## config.mk

```make
export PLATFORM = sky130hd
export DESIGN_NAME = ir_cmd_mapper_flat
export DESIGN_NICKNAME = d
export VERILOG_FILES = /design/src/rtl/ir_cmd_mapper_if.sv /design/src/rtl/ir_cmd_mapper.sv /design/src/flat_wrapper.sv
export SDC_FILE = /design/constraint.sdc
export NUM_CORES = 1
export LEC_CHECK = 0
export BUFFER_PORTS_ARGS = -buffer_cell sky130_fd_sc_hd__buf_4
export CORE_UTILIZATION = 38
export CTS_CLUSTER_SIZE = 20
export DETAILED_ROUTE_END_ITERATION = 8
export RECOVER_POWER = 50
export SKIP_CTS_REPAIR_TIMING = 1
export SLEW_MARGIN = 5
export SYNTH_ARGS = -nofsm -noshare
export SYNTH_HDL_FRONTEND = slang
export SYNTH_SLANG_ARGS = --single-unit
```

## constraint.sdc

```tcl
create_clock -name clk -period 2.85 [get_ports clk]
set_input_delay 0.285 -clock clk [delete_from_list [all_inputs] [get_ports clk]]
set_output_delay 0.285 -clock clk [all_outputs]
set_load 0.02 [all_outputs]
```

## src/rtl/ir_cmd_mapper_if.sv

```systemverilog
// IR command bus between the frame decoder (master) and the channel mapper (slave).
interface ir_cmd_mapper_if #(
  parameter int N_CH   = 13,
  parameter int CODE_W = 8
);
  logic [CODE_W-1:0] data;
  logic              data_vld;
  logic              repeat_vld;
  logic [N_CH-1:0]   ch_out;
  logic              hit;
  logic              code_err;
  logic [4:0]        last_idx;

  modport master (
    output data, data_vld, repeat_vld,
    input  ch_out, hit, code_err, last_idx
  );

  modport slave (
    input  data, data_vld, repeat_vld,
    output ch_out, hit, code_err, last_idx
  );
endinterface

```

## src/rtl/ir_cmd_mapper.sv

```systemverilog
// Maps IR command codes onto latched-group, toggle and momentary-hold output channels.
module ir_cmd_mapper #(
  parameter int                      N_CH       = 13,
  parameter int                      CODE_W     = 8,
  parameter logic [N_CH*CODE_W-1:0]  CODE_TABLE = {8'd22, 8'd69, 8'd82, 8'd66, 8'd28, 8'd8, 8'd24,
                                                   8'd12, 8'd21, 8'd9, 8'd7, 8'd25, 8'd64},
  parameter logic [2*N_CH-1:0]       MODE_TABLE = {2'b11, 2'b10, {6{2'b01}}, {5{2'b00}}},
  parameter logic [CODE_W-1:0]       CLR_A_CODE = 8'hFF,
  parameter logic [CODE_W-1:0]       CLR_B_CODE = 8'd13,
  parameter int                      HOLD_CYC   = 5_000_000
) (
  input logic            clk,
  input logic            rst_n,
  ir_cmd_mapper_if.slave bus
);

  localparam int              CNT_W   = $clog2(HOLD_CYC + 1);
  localparam logic [CNT_W-1:0] HOLD_LD = CNT_W'(HOLD_CYC);

  logic [N_CH-1:0]  grp_a_m, grp_b_m, mom_m;
  logic [31:0]      mom32;

  for (genvar g = 0; g < N_CH; g++) begin : g_mode
    assign grp_a_m[g] = (MODE_TABLE[2*g +: 2] == 2'b00);
    assign grp_b_m[g] = (MODE_TABLE[2*g +: 2] == 2'b01);
    assign mom_m[g]   = (MODE_TABLE[2*g +: 2] == 2'b11);
  end
  assign mom32 = 32'(mom_m);

  logic [N_CH-1:0]  ch_q, ch_d;
  logic [CNT_W-1:0] cnt_q [N_CH];
  logic [CNT_W-1:0] cnt_d [N_CH];
  logic             hit_q, hit_d;
  logic             err_q, err_d;
  logic [4:0]       idx_q, idx_d;
  logic             lv_q, lv_d;

  logic             match_any;
  logic [4:0]       match_idx;
  logic [1:0]       match_mode;
  logic             rep_act;

  // Ascending scan with a found flag so duplicate codes resolve to the lowest index.
  always_comb begin
    match_any  = 1'b0;
    match_idx  = '0;
    match_mode = 2'b00;
    for (int unsigned i = 0; i < N_CH; i++) begin
      if (!match_any && (CODE_TABLE[i*CODE_W +: CODE_W] == bus.data)) begin
        match_any  = 1'b1;
        match_idx  = 5'(i);
        match_mode = MODE_TABLE[2*i +: 2];
      end
    end
  end

  assign rep_act = bus.repeat_vld && lv_q && mom32[idx_q];

  always_comb begin
    ch_d  = ch_q;
    hit_d = 1'b0;
    err_d = 1'b0;
    idx_d = idx_q;
    lv_d  = lv_q;

    for (int unsigned i = 0; i < N_CH; i++) begin
      cnt_d[i] = cnt_q[i];
      if (cnt_q[i] != '0) begin
        cnt_d[i] = cnt_q[i] - 1'b1;
        if (cnt_q[i] == CNT_W'(1)) ch_d[i] = 1'b0;
      end
    end

    // Reloads below override the expiry above, so a reload on the last count never glitches low.
    if (bus.data_vld) begin
      if (bus.data == CLR_A_CODE) begin
        ch_d  = ch_d & ~grp_a_m;
        hit_d = 1'b1;
        lv_d  = 1'b0;
      end else if (bus.data == CLR_B_CODE) begin
        ch_d  = ch_d & ~grp_b_m;
        hit_d = 1'b1;
        lv_d  = 1'b0;
      end else if (match_any) begin
        hit_d = 1'b1;
        lv_d  = 1'b1;
        idx_d = match_idx;
        case (match_mode)
          2'b00:   ch_d = ch_d & ~grp_a_m;
          2'b01:   ch_d = ch_d & ~grp_b_m;
          default: ;
        endcase
        for (int unsigned i = 0; i < N_CH; i++) begin
          if (5'(i) == match_idx) begin
            case (match_mode)
              2'b10: ch_d[i] = ~ch_q[i];
              2'b11: begin
                ch_d[i]  = 1'b1;
                cnt_d[i] = HOLD_LD;
              end
              default: ch_d[i] = 1'b1;
            endcase
          end
        end
      end else begin
        err_d = 1'b1;
        lv_d  = 1'b0;
      end
    end else if (rep_act) begin
      hit_d = 1'b1;
      for (int unsigned i = 0; i < N_CH; i++) begin
        if (5'(i) == idx_q) begin
          ch_d[i]  = 1'b1;
          cnt_d[i] = HOLD_LD;
        end
      end
    end
  end

  always_ff @(posedge clk) begin
    if (rst_n) begin
      ch_q  <= '0;
      hit_q <= 1'b0;
      err_q <= 1'b0;
      idx_q <= '0;
      lv_q  <= 1'b0;
      for (int unsigned i = 0; i < N_CH; i++) cnt_q[i] <= '0;
    end else begin
      ch_q  <= ch_d;
      hit_q <= hit_d;
      err_q <= err_d;
      idx_q <= idx_d;
      lv_q  <= lv_d;
      for (int unsigned i = 0; i < N_CH; i++) cnt_q[i] <= cnt_d[i];
    end
  end

  assign bus.ch_out   = ch_q;
  assign bus.hit      = hit_q;
  assign bus.code_err = err_q;
  assign bus.last_idx = idx_q;

endmodule

```

## src/flat_wrapper.sv

```systemverilog
// flat-port wrapper written by rule: the top's interface ports become plain ports
module ir_cmd_mapper_flat 
#(
  parameter int                      N_CH       = 13,
  parameter int                      CODE_W     = 8,
  parameter logic [N_CH*CODE_W-1:0]  CODE_TABLE = {8'd22, 8'd69, 8'd82, 8'd66, 8'd28, 8'd8, 8'd24,
                                                   8'd12, 8'd21, 8'd9, 8'd7, 8'd25, 8'd64},
  parameter logic [2*N_CH-1:0]       MODE_TABLE = {2'b11, 2'b10, {6{2'b01}}, {5{2'b00}}},
  parameter logic [CODE_W-1:0]       CLR_A_CODE = 8'hFF,
  parameter logic [CODE_W-1:0]       CLR_B_CODE = 8'd13,
  parameter int                      HOLD_CYC   = 5_000_000
)
  (clk, rst_n, bus_data, bus_data_vld, bus_repeat_vld, bus_ch_out, bus_hit, bus_code_err, bus_last_idx);
  ir_cmd_mapper_if #(.N_CH(N_CH), .CODE_W(CODE_W)) bus_i ();
  input logic clk;
  input logic rst_n;
  input wire logic [$bits(bus_i.data)-1:0] bus_data;
  input wire logic [$bits(bus_i.data_vld)-1:0] bus_data_vld;
  input wire logic [$bits(bus_i.repeat_vld)-1:0] bus_repeat_vld;
  output wire logic [$bits(bus_i.ch_out)-1:0] bus_ch_out;
  output wire logic [$bits(bus_i.hit)-1:0] bus_hit;
  output wire logic [$bits(bus_i.code_err)-1:0] bus_code_err;
  output wire logic [$bits(bus_i.last_idx)-1:0] bus_last_idx;
  assign bus_i.data = bus_data;
  assign bus_i.data_vld = bus_data_vld;
  assign bus_i.repeat_vld = bus_repeat_vld;
  assign bus_ch_out = bus_i.ch_out;
  assign bus_hit = bus_i.hit;
  assign bus_code_err = bus_i.code_err;
  assign bus_last_idx = bus_i.last_idx;
  ir_cmd_mapper #(.N_CH(N_CH), .CODE_W(CODE_W), .CODE_TABLE(CODE_TABLE), .MODE_TABLE(MODE_TABLE), .CLR_A_CODE(CLR_A_CODE), .CLR_B_CODE(CLR_B_CODE), .HOLD_CYC(HOLD_CYC)) u_core (.clk(clk), .rst_n(rst_n), .bus(bus_i));
endmodule
```

# == After elaboration in Yosys (flattened, before gate mapping) ==
# Memories as Yosys holds them, arrays and structs flattened. A register that Yosys moved wholly into a read port is not among the register bits.
# Index checks and enable logic that the tools add are counted.
# totals
memories,2
output_inout_bits,20
input_bits,12
mem_bits_ro,32
mem_bits_rw,299
register_bits,21
# memory_table
name,depth,width,rd,rd_clocked_by_memory_dff,wr,line,source
u_core.cnt_q,13,23,13,0,13,ir_cmd_mapper.sv:31,logic [CNT_W-1:0] cnt_q [N_CH];
(name not given),32,1,1,1,0,ir_cmd_mapper.sv:57,assign rep_act = bus.repeat_vld && lv_q && mom32[idx_q];
# classes
muxes,188
bitwise_logic,29
n_addsub,13
n_reduce_logical,44
n_eq_ne,55
order_cmp,1
# ops
cell,count
two-way mux 23 bit,65
two-way mux 299 bit,5
"== test 23 x 1 -> 1 bit, second input constant",13
nonzero test 23 bit,13
"subtractor 23 x 1 -> 23 bit, second input constant",13
two-way mux 1 bit,97
two-way mux 13 bit,5
two-way mux 5 bit,13
"== test 4 x 5 -> 1 bit, first input constant",10
"== test 3 x 5 -> 1 bit, first input constant",8
"== test 5 x 8 -> 1 bit, first input constant",5
"== test 7 x 8 -> 1 bit, first input constant",4
"== test 4 x 8 -> 1 bit, first input constant",3
case mux 11 bit (2 select lines),1
"== test 2 x 5 -> 1 bit, first input constant",4
NOT 1 bit,16
logical AND 1 bit,14
OR 1 bit,13
zero test 1 bit,12
"== test 1 x 5 -> 1 bit, first input constant",2
zero test 5 bit,2
"== test 3 x 8 -> 1 bit, first input constant",1
"== test 8 x 4 -> 1 bit, second input constant",1
"== test 8 bit, second input constant",1
other kinds (7),9

# == Logic depth before layout (Yosys ltp) ==
# logic_depth
ltp_word,46
depth_mapped,9

# == Worst setup path after synthesis ==
# OpenSTA, ideal clock, no wires.
# synth_path
path_kind,flip-flop to flip-flop
start,mem u_core.cnt_q[4][3] (netlist bit)
end,mem u_core.cnt_q[4][17] (netlist bit)
stages_incl_launch_ff,10
path_buffers,3
setup_slack_ns,0.325
t_required_ns,2.722
t_arrival_ns,2.398
cell_sequence,dfxtp_1 -> or4_4 -> or3_1 -> buf_2 -> or4_4 -> buf_6 -> buf_6 -> nand3_1 -> xor2_1 -> nor2_1
# synth_rtl
element,line
start: declaration,ir_cmd_mapper.sv:31

==> results.cfg <==
[synthesis]
netlist.area_leader.share_pct = 40.9
synth_async_sr_flop_share_pct = 0
synth_cell_types = 72
avgSynthCellArea_um2 = 8.52
synth_edf_count = 0
syn_nets = 1886
synthFlopType = dfxtp_1
yosysSeqAreaShare_pct = 40.9
netlist.top_cell.by_area = dfxtp_1
yosys-top-cells-area = dfxtp_1 41%, xor2_1 7.6%, nor2_1 6.8%
synth_seq_cells = 320
synth_cells = 1836
netlist_area_um2 = 15600
ys.warnings.count = 0

[timing]
hold_viol = 0
maxSlewHeadroom_pct = 38.7
rsz0062_at_grt = false
report.final.setup_viol = 0
whs_ns = 0.139
fmax_ghz = 0.377
fin_crit_sh_pct = 93.0
setup_tns_ns = 0
drv_slew = 0
finClkSkew_ns = 0.0173
layout_min_cycle_time_ns = 2.65
tightestPinTransition_ns = 0.915

[floorplanning]
die_h_um = 205
start_util_pct = 38.9
core_area_um2 = 40200
io_pins = 32
die_w_um = 205
die_area_um2 = 42000
core.rowCount = 73

[placed_design]
place.detailed.hpwl_um = 24100
portBuffers = 30
place.gp.congestion = 0.841

[critical_path]
reg2reg_from = u_core.cnt_q[4][3]
cp-start-kind = flip-flop
endpoint_kind = flip-flop
crit_chain = or4_4 > or3_1 > or4_4 > nand4b_1 > xor2_1 > a21oi_1
crit_top_cell = or4_4
path_max_fanout = 19
critPathMaxStageDelay_ns = 0.70
worstPathRequired_ns = 3.22
critPathLaunch = u_core.cnt_q[4][3]
crit_type = reg -> reg
crit_arrival_ns = 3.02
crit_path_top_delay_cell = or4_4

[global_routing]
grt_pass1_wl_um = 58800
grtUsageMet3_pct = 3.31
busiest_layer = met2
track_usage_pct = 16.7
antenna_found_initial = 5
use_met1_pct = 22.7
grt_overflow_total = 0
grt_max_degree = 64
use_met2_pct = 26.5
grt_pass1_vias = 12100

[detailed_routing]
dr.pass1.iters = 5
wl_um = 35200
wl_per_cell_um = 14.5
avgViaCountPerCell = 5.32
drc = 0
vias = 13000
ant_nets = 0
drt_first_iter_violations = 733

[pwr]
p_leak_nw = 6.62
irDropWorstVdd_mv = 0.723
p_per_area_nw_per_um2 = 1400
total_power_w = 0.0247

[cells_and_area]
nets = 1937
final_cell_mix = 320 x dfxtp_1, 282 x nor2_1, 136 x xor2_1
layout_commonest_cell = dfxtp_1
layout-drive-gt1-share_pct = 7.28
syn_to_final_growth_pct = 13.0

[status]
status = finished, final reports clean

[hold_path]
min_from = bus_data_vld
min-delay-path-class = in -> reg

[cts]
clk_pin_slew_worst_paths_ns = 0.05
clock_path_buffers = 3
cts_htree_levels = 2
clock_latency_ns = 0.53
cts_sinks = 320
cts_root_buffer = clkbuf_16
cts_buffers = 38
cts_tree = yes

[flow_run]
drv_cap = 0
metrics by stage:
step	cells	area, µm²	setup slack, ns	util [%]
2_1_floorplan	1836	15600	0.325	-
3_3_place_gp	2372	16600	0.266	41.3
3_5_place_dp	2372	16600	0.223	41.3
4_1_cts	2435	17800	0.203	44.4
5_1_grt	2435	17700	0.0710	44.0
6_report	2437	17700	0.200	44.0
cells in the mapped netlist, types with 2 or more instances:
cell,count
nor3_1,89
buf_6,4
nand2_1,84
ha_1,38
nor4_1,60
or4_1,44
nor4_2,2
and3_1,7
nand4b_1,29
xor2_1,136
nand3_1,83
or3b_2,4
or3_1,42
buf_2,4
nor2_2,2
nor3b_1,11
or4_4,5
nor2b_1,17
o41ai_1,6
xnor2_1,99
nand4_1,40
nand3_2,5
a211oi_1,11
a21oi_1,130
o2111ai_1,2
or2_2,9
o21ai_0,25
a31oi_1,28
and4_1,2
nor4b_1,9
mux2i_1,8
o31ai_1,12
and2_1,5
nor2_1,282
inv_1,36
clkbuf_1,59
nand3b_1,15
dfxtp_1,320
o211ai_1,10
nor3_2,2
o21a_1,2
nand2b_1,26
nor4bb_1,3
critical path: cells and delay by family (launching register included):
family | cells | cell delay, ns
flip-flops | 1 | 0.34
AND/OR/NAND/NOR | 4 | 1.91
XOR/XNOR | 1 | 0.16
AO/OA/AOI/OAI | 1 | 0.08
metal layers:
layer	routed length, µm	vias up
li1	-	6636
met1	17300	6100
met2	15700	184
met3	1450	51
met4	707	6
met5	44	-
layout make-up:
type / instances / area, µm²
Fill cell: 3999 / 22500
Inverter: 36 / 135
Clock inverter: 13 / 144
Antenna cell: 2 / 5.00
Multi-Input combinational cell: 1412 / 8770
Sequential cell: 320 / 6410
Clock buffer: 50 / 1090
Tap cell: 525 / 657
Timing Repair Buffer: 79 / 477
registers in the layout, indices dropped and copies added (netlist names), named ones only:
name / flops
u_core.bus.hit: 1
u_core.bus.last_idx: 4
u_core.bus.code_err: 1
u_core.lv_q: 1
u_core.bus.ch_out: 13
u_core.cnt_q: 299
path summary, 6_finish.rpt:
check | end | slack, ns | depth (start not counted)
worst max-delay path | u_core.cnt_q[4][8] | 0.20 | 6
worst min-delay path | u_core.bus.ch_out[7] | 0.14 | 3
worst max register to register | u_core.cnt_q[4][8] | 0.20 | 6
worst min register to register | u_core.bus.ch_out[12] | 0.46 | 2
where the power goes:
part | total [W] | switching (W) | internal [W]
registers | 0.00786 | 0.00162 | 0.00623
logic | 0.0120 | 0.00680 | 0.00521
clock network | 0.00480 | 0.00187 | 0.00294
total | 0.0247 | 0.0103 | 0.0144
cells by family after synthesis:
group | count (synthesis) | synth area share (%)
muxes | 8 | 0.512
buffers and inverters | 104 | 2.74
and+or+nand+nor | 884 | 30.1
xor gates and xnor gates | 235 | 13.2
AOI/OAI and AO/OA | 246 | 9.47
DFF | 320 | 40.9
other | 1 | 0.0240
adders and majority gates | 38 | 3.04
(Power assumes the default switching activity.)
